===== config.mk =====
export PLATFORM = sky130hd
export DESIGN_NAME = ex_execute_unit
export DESIGN_NICKNAME = d
export VERILOG_FILES = /design/src/rtl/ex_execute_unit_pkg.sv /design/src/rtl/ex_execute_unit_alu.sv /design/src/rtl/ex_execute_unit_alu_control.sv /design/src/rtl/ex_execute_unit_fwd.sv /design/src/rtl/ex_execute_unit.sv
export SDC_FILE = /design/constraint.sdc
export NUM_CORES = 1
export LEC_CHECK = 0
export CAP_MARGIN = 25
export CELL_PAD_IN_SITES_DETAIL_PLACEMENT = 0
export CELL_PAD_IN_SITES_GLOBAL_PLACEMENT = 2
export CORE_AREA = 2 2 220 222
export DETAILED_ROUTE_END_ITERATION = 7
export DIE_AREA = 0 0 222 224
export PLACE_DENSITY = 0.84
export SLEW_MARGIN = 10
export SYNTH_ARGS = -nofsm -noshare
export SYNTH_HDL_FRONTEND = slang
export SYNTH_SLANG_ARGS = --single-unit

===== constraint.sdc =====
create_clock -name vclk -period 11.42
set_input_delay 2.855 -clock vclk [all_inputs]
set_output_delay 2.855 -clock vclk [all_outputs]
set_load 0.02 [all_outputs]

===== src/rtl/ex_execute_unit_pkg.sv =====
// ----------------------------------------------------------------------------
// ex_execute_unit_pkg
// Shared encodings for the MIPS execute stage: opcodes, funct codes, ALU op
// classes, 4-bit ALU control codes and operand-forwarding select codes, plus
// a helper that decides whether one pipeline stage may forward to a source.
// ----------------------------------------------------------------------------
package ex_execute_unit_pkg;

    // Opcodes
    localparam logic [5:0] OP_R_TYPE = 6'b000000;
    localparam logic [5:0] OP_JAL    = 6'b000011;
    localparam logic [5:0] OP_BEQ    = 6'b000100;
    localparam logic [5:0] OP_BNE    = 6'b000101;

    // R-type funct codes
    localparam logic [5:0] FN_SLL  = 6'h00;
    localparam logic [5:0] FN_SRL  = 6'h02;
    localparam logic [5:0] FN_SRA  = 6'h03;
    localparam logic [5:0] FN_SLLV = 6'h04;
    localparam logic [5:0] FN_SRLV = 6'h06;
    localparam logic [5:0] FN_SRAV = 6'h07;
    localparam logic [5:0] FN_JALR = 6'h09;
    localparam logic [5:0] FN_ADD  = 6'h20;
    localparam logic [5:0] FN_ADDU = 6'h21;
    localparam logic [5:0] FN_SUB  = 6'h22;
    localparam logic [5:0] FN_SUBU = 6'h23;
    localparam logic [5:0] FN_AND  = 6'h24;
    localparam logic [5:0] FN_OR   = 6'h25;
    localparam logic [5:0] FN_XOR  = 6'h26;
    localparam logic [5:0] FN_NOR  = 6'h27;
    localparam logic [5:0] FN_SLT  = 6'h2A;
    localparam logic [5:0] FN_SLTU = 6'h2B;

    // ALU op classes produced by the main decoder
    localparam logic [1:0] ALU_OP_ADD   = 2'b00;
    localparam logic [1:0] ALU_OP_SUB   = 2'b01;
    localparam logic [1:0] ALU_OP_FUNCT = 2'b10;
    localparam logic [1:0] ALU_OP_SLT   = 2'b11;

    // 4-bit ALU control codes
    localparam logic [3:0] ALU_AND  = 4'b0000;
    localparam logic [3:0] ALU_OR   = 4'b0001;
    localparam logic [3:0] ALU_ADD  = 4'b0010;
    localparam logic [3:0] ALU_XOR  = 4'b0011;
    localparam logic [3:0] ALU_SLL  = 4'b0100;
    localparam logic [3:0] ALU_SRL  = 4'b0101;
    localparam logic [3:0] ALU_SUB  = 4'b0110;
    localparam logic [3:0] ALU_SLT  = 4'b0111;
    localparam logic [3:0] ALU_SLTU = 4'b1000;
    localparam logic [3:0] ALU_SRA  = 4'b1001;
    localparam logic [3:0] ALU_NOR  = 4'b1100;

    // Forwarding select codes
    localparam logic [1:0] FWD_REG = 2'b00;
    localparam logic [1:0] FWD_MEM = 2'b01;
    localparam logic [1:0] FWD_WB  = 2'b10;

    // A stage may forward to a source only if it writes a non-zero register
    // equal to that source; $zero is hard-wired and never forwarded.
    function automatic logic fwd_hit(input logic       reg_write,
                                     input logic [4:0] dst,
                                     input logic [4:0] src);
        return reg_write && (dst != 5'd0) && (dst == src);
    endfunction

endpackage


===== src/rtl/ex_execute_unit_alu.sv =====
// ----------------------------------------------------------------------------
// alu
// 32-bit combinational ALU. Add/sub wrap without overflow detection; shifts
// operate on b; unlisted control codes yield zero.
// Ports: a, b (operands); shamt (fixed shift amount); shift_var (use a[4:0]
//        as shift amount); alu_ctrl (4-bit code); result (out).
// ----------------------------------------------------------------------------
module alu
    import ex_execute_unit_pkg::*;
(
    input  logic [31:0] a,
    input  logic [31:0] b,
    input  logic [4:0]  shamt,
    input  logic        shift_var,
    input  logic [3:0]  alu_ctrl,
    output logic [31:0] result
);

    logic [4:0] sh_amt_s;

    // Shift amount source: register operand for variable shifts, else shamt
    always_comb begin
        sh_amt_s = 5'd0;
        if (shift_var) begin
            sh_amt_s = a[4:0];
        end else begin
            sh_amt_s = shamt;
        end
    end

    // Operation select
    always_comb begin
        result = 32'd0;
        case (alu_ctrl)
            ALU_AND:  result = a & b;
            ALU_OR:   result = a | b;
            ALU_ADD:  result = a + b;
            ALU_XOR:  result = a ^ b;
            ALU_SLL:  result = b << sh_amt_s;
            ALU_SRL:  result = b >> sh_amt_s;
            ALU_SUB:  result = a - b;
            ALU_SLT:  result = ($signed(a) < $signed(b)) ? 32'd1 : 32'd0;
            ALU_SLTU: result = (a < b) ? 32'd1 : 32'd0;
            ALU_SRA:  result = $unsigned($signed(b) >>> sh_amt_s);
            ALU_NOR:  result = ~(a | b);
            default:  result = 32'd0;
        endcase
    end

endmodule


===== src/rtl/ex_execute_unit_alu_control.sv =====
// ----------------------------------------------------------------------------
// alu_control
// Turns the ALU op class and funct field into a 4-bit ALU code. Variable
// shifts share codes with the fixed shifts; shift_var tells the ALU to take
// the shift amount from A[4:0] instead of shamt.
// Ports: alu_op, funct (in); alu_ctrl, shift_var (out).
// ----------------------------------------------------------------------------
module alu_control
    import ex_execute_unit_pkg::*;
(
    input  logic [1:0] alu_op,
    input  logic [5:0] funct,
    output logic [3:0] alu_ctrl,
    output logic       shift_var
);

    // Decode op class, falling back to funct for R-type
    always_comb begin
        alu_ctrl  = ALU_ADD;
        shift_var = 1'b0;
        case (alu_op)
            ALU_OP_ADD: alu_ctrl = ALU_ADD;
            ALU_OP_SUB: alu_ctrl = ALU_SUB;
            ALU_OP_SLT: alu_ctrl = ALU_SLT;
            ALU_OP_FUNCT: begin
                case (funct)
                    FN_ADD, FN_ADDU: alu_ctrl = ALU_ADD;
                    FN_SUB, FN_SUBU: alu_ctrl = ALU_SUB;
                    FN_AND:          alu_ctrl = ALU_AND;
                    FN_OR:           alu_ctrl = ALU_OR;
                    FN_XOR:          alu_ctrl = ALU_XOR;
                    FN_NOR:          alu_ctrl = ALU_NOR;
                    FN_SLT:          alu_ctrl = ALU_SLT;
                    FN_SLTU:         alu_ctrl = ALU_SLTU;
                    FN_SLL:          alu_ctrl = ALU_SLL;
                    FN_SRL:          alu_ctrl = ALU_SRL;
                    FN_SRA:          alu_ctrl = ALU_SRA;
                    FN_SLLV: begin
                        alu_ctrl  = ALU_SLL;
                        shift_var = 1'b1;
                    end
                    FN_SRLV: begin
                        alu_ctrl  = ALU_SRL;
                        shift_var = 1'b1;
                    end
                    FN_SRAV: begin
                        alu_ctrl  = ALU_SRA;
                        shift_var = 1'b1;
                    end
                    // JALR and any unrecognised funct compute an address sum
                    default:         alu_ctrl = ALU_ADD;
                endcase
            end
            default: alu_ctrl = ALU_ADD;
        endcase
    end

endmodule


===== src/rtl/ex_execute_unit_fwd.sv =====
// ----------------------------------------------------------------------------
// forwarding_unit
// Picks the source of each ALU operand (rs -> A, rt -> B) from the register
// file, the EX/MEM stage or the MEM/WB stage. EX/MEM wins over MEM/WB since it
// holds the younger value.
// Ports: rs, rt (sources); mem_write_register/mem_reg_write and
//        wb_write_register/wb_reg_write (producers); forward_a/forward_b
//        (FWD_* select codes).
// ----------------------------------------------------------------------------
module forwarding_unit
    import ex_execute_unit_pkg::*;
(
    input  logic [4:0] rs,
    input  logic [4:0] rt,
    input  logic [4:0] mem_write_register,
    input  logic       mem_reg_write,
    input  logic [4:0] wb_write_register,
    input  logic       wb_reg_write,
    output logic [1:0] forward_a,
    output logic [1:0] forward_b
);

    // Operand A select with MEM-over-WB priority
    always_comb begin
        forward_a = FWD_REG;
        if (fwd_hit(mem_reg_write, mem_write_register, rs)) begin
            forward_a = FWD_MEM;
        end else if (fwd_hit(wb_reg_write, wb_write_register, rs)) begin
            forward_a = FWD_WB;
        end else begin
            forward_a = FWD_REG;
        end
    end

    // Operand B select with MEM-over-WB priority
    always_comb begin
        forward_b = FWD_REG;
        if (fwd_hit(mem_reg_write, mem_write_register, rt)) begin
            forward_b = FWD_MEM;
        end else if (fwd_hit(wb_reg_write, wb_write_register, rt)) begin
            forward_b = FWD_WB;
        end else begin
            forward_b = FWD_REG;
        end
    end

endmodule


===== src/rtl/ex_execute_unit.sv =====
// ----------------------------------------------------------------------------
// ex_execute_unit
// MIPS execute stage between the ID/EX and EX/MEM pipeline registers. Purely
// combinational: operand forwarding, ALU decode and ALU, destination-register
// select, BEQ/BNE resolution with misprediction flag, JAL/JALR detection.
// clk and reset are present for pipeline uniformity and affect no output.
// Ports:
//   i_read_data_1/2, i_sign_extended_imm, i_function, i_opcode, i_rs/rt/rd,
//   i_next_pc              - ID/EX operands and fields
//   i_mem_* / i_wb_*       - forwarding sources from EX/MEM and MEM/WB
//   i_alu_src, i_alu_op, i_reg_dst, i_branch_prediction, control bits
//   o_alu_result, o_read_data_2 (store data), o_write_register,
//   o_branch_taken, o_mispredicted, o_pc_plus_4, o_is_jal, control pass-through
// ----------------------------------------------------------------------------
module ex_execute_unit
    import ex_execute_unit_pkg::*;
(
    input  logic        clk,
    input  logic        reset,
    input  logic [31:0] i_read_data_1,
    input  logic [31:0] i_read_data_2,
    input  logic [31:0] i_sign_extended_imm,
    input  logic [5:0]  i_function,
    input  logic [5:0]  i_opcode,
    input  logic [4:0]  i_rs,
    input  logic [4:0]  i_rt,
    input  logic [4:0]  i_rd,
    input  logic [31:0] i_next_pc,
    input  logic [4:0]  i_mem_write_register,
    input  logic        i_mem_reg_write,
    input  logic [31:0] i_mem_alu_result,
    input  logic [4:0]  i_wb_write_register,
    input  logic        i_wb_reg_write,
    input  logic [31:0] i_wb_write_data,
    input  logic        i_alu_src,
    input  logic [1:0]  i_alu_op,
    input  logic        i_reg_dst,
    input  logic        i_branch_prediction,
    input  logic        i_reg_write,
    input  logic        i_mem_read,
    input  logic        i_mem_write,
    input  logic        i_mem_to_reg,
    input  logic        i_branch,
    output logic [31:0] o_alu_result,
    output logic [31:0] o_read_data_2,
    output logic [4:0]  o_write_register,
    output logic        o_reg_write,
    output logic        o_mem_read,
    output logic        o_mem_write,
    output logic        o_mem_to_reg,
    output logic        o_branch,
    output logic        o_branch_taken,
    output logic        o_mispredicted,
    output logic [31:0] o_pc_plus_4,
    output logic        o_is_jal
);

    logic [1:0]  forward_a_s;
    logic [1:0]  forward_b_s;
    logic [31:0] operand_a_s;
    logic [31:0] fwd_b_s;
    logic [31:0] operand_b_s;
    logic [3:0]  alu_ctrl_s;
    logic        shift_var_s;

    // The stage holds no state; clk and reset are deliberately left idle.
    logic unused_s;
    assign unused_s = clk ^ reset;

    forwarding_unit u_forwarding_unit (
        .rs                 (i_rs),
        .rt                 (i_rt),
        .mem_write_register (i_mem_write_register),
        .mem_reg_write      (i_mem_reg_write),
        .wb_write_register  (i_wb_write_register),
        .wb_reg_write       (i_wb_reg_write),
        .forward_a          (forward_a_s),
        .forward_b          (forward_b_s)
    );

    // Forwarding mux for operand A
    always_comb begin
        operand_a_s = i_read_data_1;
        case (forward_a_s)
            FWD_MEM: operand_a_s = i_mem_alu_result;
            FWD_WB:  operand_a_s = i_wb_write_data;
            default: operand_a_s = i_read_data_1;
        endcase
    end

    // Forwarding mux for rt; this value is also the store data
    always_comb begin
        fwd_b_s = i_read_data_2;
        case (forward_b_s)
            FWD_MEM: fwd_b_s = i_mem_alu_result;
            FWD_WB:  fwd_b_s = i_wb_write_data;
            default: fwd_b_s = i_read_data_2;
        endcase
    end

    // ALU operand B: immediate or forwarded rt
    always_comb begin
        operand_b_s = fwd_b_s;
        if (i_alu_src) begin
            operand_b_s = i_sign_extended_imm;
        end else begin
            operand_b_s = fwd_b_s;
        end
    end

    alu_control u_alu_control (
        .alu_op    (i_alu_op),
        .funct     (i_function),
        .alu_ctrl  (alu_ctrl_s),
        .shift_var (shift_var_s)
    );

    alu u_alu (
        .a         (operand_a_s),
        .b         (operand_b_s),
        .shamt     (i_sign_extended_imm[10:6]),
        .shift_var (shift_var_s),
        .alu_ctrl  (alu_ctrl_s),
        .result    (o_alu_result)
    );

    // Destination register select
    always_comb begin
        o_write_register = i_rt;
        if (i_reg_dst) begin
            o_write_register = i_rd;
        end else begin
            o_write_register = i_rt;
        end
    end

    // Branch resolution compares forwarded rs/rt, never the immediate
    always_comb begin
        o_branch_taken = 1'b0;
        o_mispredicted = 1'b0;
        if (i_branch) begin
            o_branch_taken = ((i_opcode == OP_BEQ) && (operand_a_s == fwd_b_s)) ||
                             ((i_opcode == OP_BNE) && (operand_a_s != fwd_b_s));
            o_mispredicted = (o_branch_taken != i_branch_prediction);
        end else begin
            o_branch_taken = 1'b0;
            o_mispredicted = 1'b0;
        end
    end

    // Link-instruction detect and pass-through signals
    always_comb begin
        o_is_jal      = (i_opcode == OP_JAL) ||
                        ((i_opcode == OP_R_TYPE) && (i_function == FN_JALR));
        o_read_data_2 = fwd_b_s;
        o_pc_plus_4   = i_next_pc;
        o_reg_write   = i_reg_write;
        o_mem_read    = i_mem_read;
        o_mem_write   = i_mem_write;
        o_mem_to_reg  = i_mem_to_reg;
        o_branch      = i_branch;
    end

endmodule


=== After elaboration in Yosys (flattened, before gate mapping) ===
Index checks and enable logic that the tools add are counted.

* Flip-flop bits (word level): 0
* Memories kept: 0
* Memory bits (writable): 0
* Input bits: 243
* Output and inout port bits: 109
* Word-level logic and storage cells: 92
* ROM bits: 0
* Bits in latches: 0

* Eq/ne operators: 41
* Shift-type cells: 3
* Div/mod/pow operators: 0
* Multiplexer cells: 18
* Multipliers: 0
* Bitwise logic cells: 4
* Add/sub/neg operators: 2
* $lt $le $gt $ge: 2
* Reduce and logical (&&, ||, !) cells: 22

{| class="wikitable"
|+ Operator list
! cell !! count
|-
| $pmux W32 S11 || 1
|-
| $pmux W32 S2 || 2
|-
| $lt A32 B32 Y1 || 2
|-
| $eq A6 B6 Y1 const B || 8
|-
| $pmux W4 S10 || 1
|-
| $add A32 B32 Y32 || 1
|-
| $and A32 B32 Y32 || 1
|-
| $eq A32 B32 Y1 || 1
|-
| $mux W32 || 1
|-
| $ne A32 B32 Y1 || 1
|-
| $not A32 Y32 || 1
|-
| $or A32 B32 Y32 || 1
|-
| $shl A32 B5 Y32 || 1
|-
| $shr A32 B5 Y32 || 1
|-
| $sshr A32 B5 Y32 || 1
|-
| $sub A32 B32 Y32 || 1
|-
| $xor A32 B32 Y32 || 1
|-
| $eq A6 B3 Y1 const B || 5
|-
| $eq A5 B5 Y1 || 4
|-
| $eq A6 B2 Y1 const B || 3
|-
| $eq A4 B3 Y1 const B || 4
|-
| $pmux W4 S4 || 1
|-
| $eq A4 B4 Y1 const B || 3
|-
| $logic_not A6 Y1 || 2
|-
| 16 further kinds || 44
|}

=== Depth between registers and ports, before layout ===
* Word-level depth: 12
* Mapped depth: 24
* Gate-level depth less buffers: 21

=== By module ===
A second synthesis with hierarchy kept.

* Cells, all modules: 1973
* Area, all modules: 13346.6 um^2

{| class="wikitable"
|+ Modules (own cells, without submodules)
! module !! seq. area each (um^2) !! instances !! cells each !! area each (um^2)
|-
| alu || 0.0 || 1 || 1508 || 9734.3
|-
| ex_execute_unit || 0.0 || 1 || 403 || 3116.7
|-
| forwarding_unit || 0.0 || 1 || 34 || 257.7
|-
| alu_control || 0.0 || 1 || 28 || 237.7
|}

=== Least setup slack after synthesis ===
Ideal clock, no wire load.

* Path type: input port to output port
* Start: input port i_wb_write_register[0]
* End: output port o_alu_result[30]
* Stages: 22
* Required time: 8.565 ns
* Path buffers: 5
* Data arrival time: 7.824 ns
* Path slack: 0.741 ns
* Cell sequence: or4_1 > o21ai_1 > buf_4 > buf_2 > buf_2 > buf_2 > o31ai_1 > a31oi_1 > mux2i_1 > inv_1 > ha_1 > clkbuf_1 > and4_1 > a221o_1 > a21oi_1 > o21ai_0 > a31oi_1 > o22a_1 > a31oi_1 > nor2_1 > a211oi_1 > o21ai_0

* Elaborated cells between the ends (all ways): 28
* Those cells by class: 2 x add/sub; 6 x eq/ne; 3 x shift; 9 x mux; 4 x bitwise; 4 x reduce/logical

{| class="wikitable"
|+ RTL lines
! what !! RTL line !! text
|-
| from (decl) || ex_execute_unit.sv:32 || <nowiki>input logic [4:0] i_wb_write_register,</nowiki>
|-
| $reduce_bool A5 Y1 || ex_execute_unit_pkg.sv:63 || <nowiki>return reg_write && (dst != 5'd0) && (dst == src);</nowiki>
|-
| $logic_and A1 B1 Y1 || ex_execute_unit_pkg.sv:63 ||
|-
| $logic_and A1 B1 Y1 * || ex_execute_unit_pkg.sv:63 ||
|-
| $mux W2 * || ex_execute_unit_fwd.sv:40 || <nowiki>end else if (fwd_hit(wb_reg_write, wb_write_register, rt)) begin</nowiki>
|-
| $mux W2 * || ex_execute_unit_fwd.sv:38 || <nowiki>if (fwd_hit(mem_reg_write, mem_write_register, rt)) begin</nowiki>
|-
| $eq A2 B2 Y1 / $eq A2 B1 Y1 (equally long branches) || ex_execute_unit.sv:94 || <nowiki>case (forward_b_s)</nowiki>
|-
| $pmux W32 S2 * || ex_execute_unit.sv:94 ||
|-
| via o_read_data_2[15] || ex_execute_unit.sv:45 || <nowiki>output logic [31:0] o_read_data_2,</nowiki>
|-
| $mux W32 * || ex_execute_unit.sv:104 || <nowiki>if (i_alu_src) begin</nowiki>
|-
| $sub A32 B32 Y32 (tied with other cells) || ex_execute_unit_alu.sv:41 || <nowiki>ALU_SUB: result = a - b;</nowiki>
|-
| $pmux W32 S11 * || ex_execute_unit_alu.sv:34 || <nowiki>case (alu_ctrl)</nowiki>
|-
| to (decl) || ex_execute_unit.sv:44 || <nowiki>output logic [31:0] o_alu_result,</nowiki>
|}

Mark *: on every way through the listed nets, which the timed path passes. The rest lies on a longest branch.

=== Worst setup path in the final report ===
* Start: input port i_wb_write_register[2]
* End: output port o_alu_result[19]

* Longest elaborated chain between the ends: 11
* Elaborated cells between the ends (all ways): 28
* Those cells by class: 2 x add/sub; 6 x eq/ne; 3 x shift; 9 x mux; 4 x bitwise; 4 x reduce/logical

{| class="wikitable"
|+ RTL lines
! what !! RTL line
|-
| parallel branches: the longest is 10 deep, another holds $sub A32 B32 Y32 || --
|-
| $pmux W32 S11 * || ex_execute_unit_alu.sv:34
|}

Every way passes the cells marked *.

==> results by group <==
Outcome
  • Status: completed

Global routing
  • Initial antenna violation count: 1
  • Vias in the first global route: about 18000
  • Tot GR Track Use: 0.282
  • First-pass GRT wire length: 109000 um
  • Largest net degree at the start of global routing: 49
  • Total grt overflow: 0

Floorplan
  • Core area: 47300 um2
  • Starting Density: 0.267
  • Chip Height: 224 um
  • Die Span X: approximately 220 um
  • Die ar.: 49700 um2
  • Rows: 80
  • Ports: roughly 350

Routing
  • Vias: 18000
  • Number of DRC markers in iteration 0: 2046
  • # DRC: 0
  • Via density: 6.12
  • Routed Antenna Nets: 0
  • Drt pass-1 iters: 8
  • Post-DR wirelength/cell: 25.2 um
  • Routed wire length: 74200 um

Final layout
  • Nets: 2662
  • Finished Layout Cells: between 2000 and 3000
  • Sequential cell area: 0 um2
  • Layout area overhead: 41.2%
  • Clock buffers: 0
  • N_diodes: 0
  • Share of layout cells above drive strength 1: 0.173
  • Seq Cell Count: 0

STA
  • Minimum clock period: 11280 ps
  • Final Hold Viols: 0
  • Slew @ Worst Pin: about 1000 ps
  • RSZ-0062 raised after global routing: yes
  • Rel. slew slack: 0.335
  • Setup ws final: ~140 ps
  • Fmax achieved: 88.7 MHz
  • Endpoints failing setup: 0
  • Slew Viols, Final: 0
  • Final worst-path cycle share: 0.988

Synthesis
  • Fraction of the mapped netlist area in simple logic gates: 0.237
  • Synth Area in Compound Gates: 0.360
  • Syn nets: between 2000 and 2500
  • Register area share after synthesis: 0
  • Mux share of post-synthesis cell area: 0.151
  • Post-synth top area share: 0.134
  • Netlist cell types: ~80
  • Post-synthesis xor/xnor area fraction: 0.0659
  • Synth Area per Inst: 6.52 um2
  • Post-synthesis cell count: roughly 1900
  • Top post-synthesis cells by area: mux2i_1, ha_1, a21oi_1, nand2_1, nor2_1
  • Mapped Area: 12600 um2
  • Adder-cell share of the synthesized area: 0.0844
  • Largest family of logic cells by synthesized area: compound AO/OA/AOI/OAI gates
  • Yosys top cell by area: mux2i_1
  • Syn. warnings: 0

Hold path
  • Min-delay src: i_next_pc[15]
  • Worst hold path depth: 0
  • Hold Crit Class: in -> out
  • WHS Endpoint: o_pc_plus_4[15]

Setup path
  • Setup crit start kind: input pin
  • Worst EP required: 8570 ps
  • Worst Setup End Kind: output port
  • Crit Path Max Fanout: 4
  • WP data arrival: 8420 ps
  • Critical path type: in -> out

Place
  • Post-DP HPWL: 61500 um
  • Setup WS pre-CTS: -570 ps
  • # placed instances: 2948
  • Final GP Congestion: 1.20
  • Number of port buffers: 278

Power
  • Leakage: 7.33 nW
  • PD cells: 69.6 nW/um2
  • VDD IR max: 29.7 uV

Run
  • Max-cap violation count: 0
synthesized netlist by cell type, types with 10 or more instances:
library cell	n
nand2_1	172
mux2i_1	169
nor2_1	158
a21oi_1	142
o21ai_0	110
nor3_1	94
clkbuf_1	92
inv_1	91
ha_1	82
nand4_1	82
a31oi_1	72
o31ai_1	69
xnor2_1	57
buf_4	43
nand3_1	39
xor2_1	38
a211oi_1	36
buf_2	29
o211ai_1	24
o21bai_1	21
a311oi_1	19
a21o_1	18
mux2_2	18
buf_1	17
and2_1	15
a221oi_1	12
nor4_1	11
a2111oi_0	10
o21a_1	10
how the worst max path moves through the flow:
stage / startpoint / end / slack, ps
global placement: i_wb_write_register[2] / o_alu_result[23] / -530
finish: i_wb_write_register[2] / o_alu_result[19] / 140
detailed placement: i_wb_write_register[2] / o_alu_result[23] / -570
global route: i_wb_write_register[2] / o_alu_result[30] / -50
CTS: i_wb_write_register[2] / o_alu_result[25] / 30
floorplan: i_wb_write_register[0] / o_alu_result[30] / 740
per-stage QoR:
stage / hold slack [ps] / power [mW] / setup TNS [ps] / util / area [um2]
floorplan: 5800 / 0.657 / 0 / - / 12600
global placement: 5710 / 1.18 / -1400 / 0.372 / 17600
detailed placement: 5710 / 1.19 / -1910 / 0.372 / 17600
CTS: 5710 / 1.20 / 0 / 0.373 / 17600
global route: 5710 / 1.31 / -142 / 0.377 / 17800
finish: 5710 / 1.24 / 0 / 0.377 / 17800
metal layers:
| layer | vias to the layer above | wire length, um | global-route usage |
|---|---|---|---|
| met5 | - | 9 | 0 |
| met4 | 2 | 3960 | 0.130 |
| met3 | 230 | 7250 | 0.0500 |
| met2 | 1200 | 33100 | 0.463 |
| met1 | 8488 | 29800 | 0.359 |
| li1 | 8121 | - | - |
timing repair:
item | in CTS | in global routing
setup endpoints to repair | 14 | 19
setup buffers | 0 | 0
endpoints found under the hold margin | 0 | 0
hold buffers | 0 | 0
gates resized for setup | 10 | 43
pin swaps | 0 | 2
area by class of cell:
cell class	instances	area, um2
Inverter	92	345
Multi-Input combinational cell	1659	11600
Fill cell	5082	29500
Tap cell	615	769
Timing Repair Buffer	582	5090
cell usage in the layout (no fill, tap or decap), drive strengths merged, types with 10 or more instances in the layout:
| cell type | instances |
|---|---|
| o211ai | 26 |
| nor2 | 159 |
| nor4 | 12 |
| a21oi | 144 |
| o21ai | 114 |
| o31ai | 75 |
| mux2i | 170 |
| a2111oi | 10 |
| buf | 311 |
| nand4 | 82 |
| o21bai | 21 |
| a31oi | 79 |
| a311oi | 19 |
| a221oi | 12 |
| inv | 91 |
| nand3 | 39 |
| o21a | 10 |
| xnor2 | 57 |
| nand2 | 172 |
| clkdlybuf4s50 | 262 |
| a211oi | 38 |
| ha | 82 |
| and2 | 16 |
| mux2 | 18 |
| nor3 | 98 |
| a21o | 18 |
| xor2 | 38 |
worst max-delay path, cell delays in order:
cell and delay [ps]:
clkdlybuf4s50_1 460, xor2_1 200, or3_1 470, buf_4 190, o31ai_1 300, a31oi_2 160
mux2i_1 190, buf_4 200, inv_1 60, ha_1 320, a21o_1 200, nand4_1 140
a21boi_0 170, o311ai_2 370, buf_4 180, nand4_1 110, a21oi_2 230, buf_4 160
nor2_1 40, o21a_1 160, o21ai_0 210, a221oi_1 120, o21ai_0 180, buf_4 150
clkdlybuf4s50_1 600
power breakdown:
part | internal, mW | switching [mW] | leakage, nW | total [mW]
registers | 0 | 0 | 0 | 0
clock network | 0 | 0 | 0 | 0
logic | 0.509 | 0.731 | 7.33 | 1.24
total | 0.509 | 0.731 | 7.33 | 1.24
cells by family (layout without fill, tap and decap cells):
family,after synthesis,after routing
buffers and inverters,278,674
AOI/OAI and AO/OA,664,664
xor gates and xnor gates,95,95
and+or+nand+nor,628,628
adders and majority gates,84,84
muxes,188,188
(Power assumes the default switching activity.)
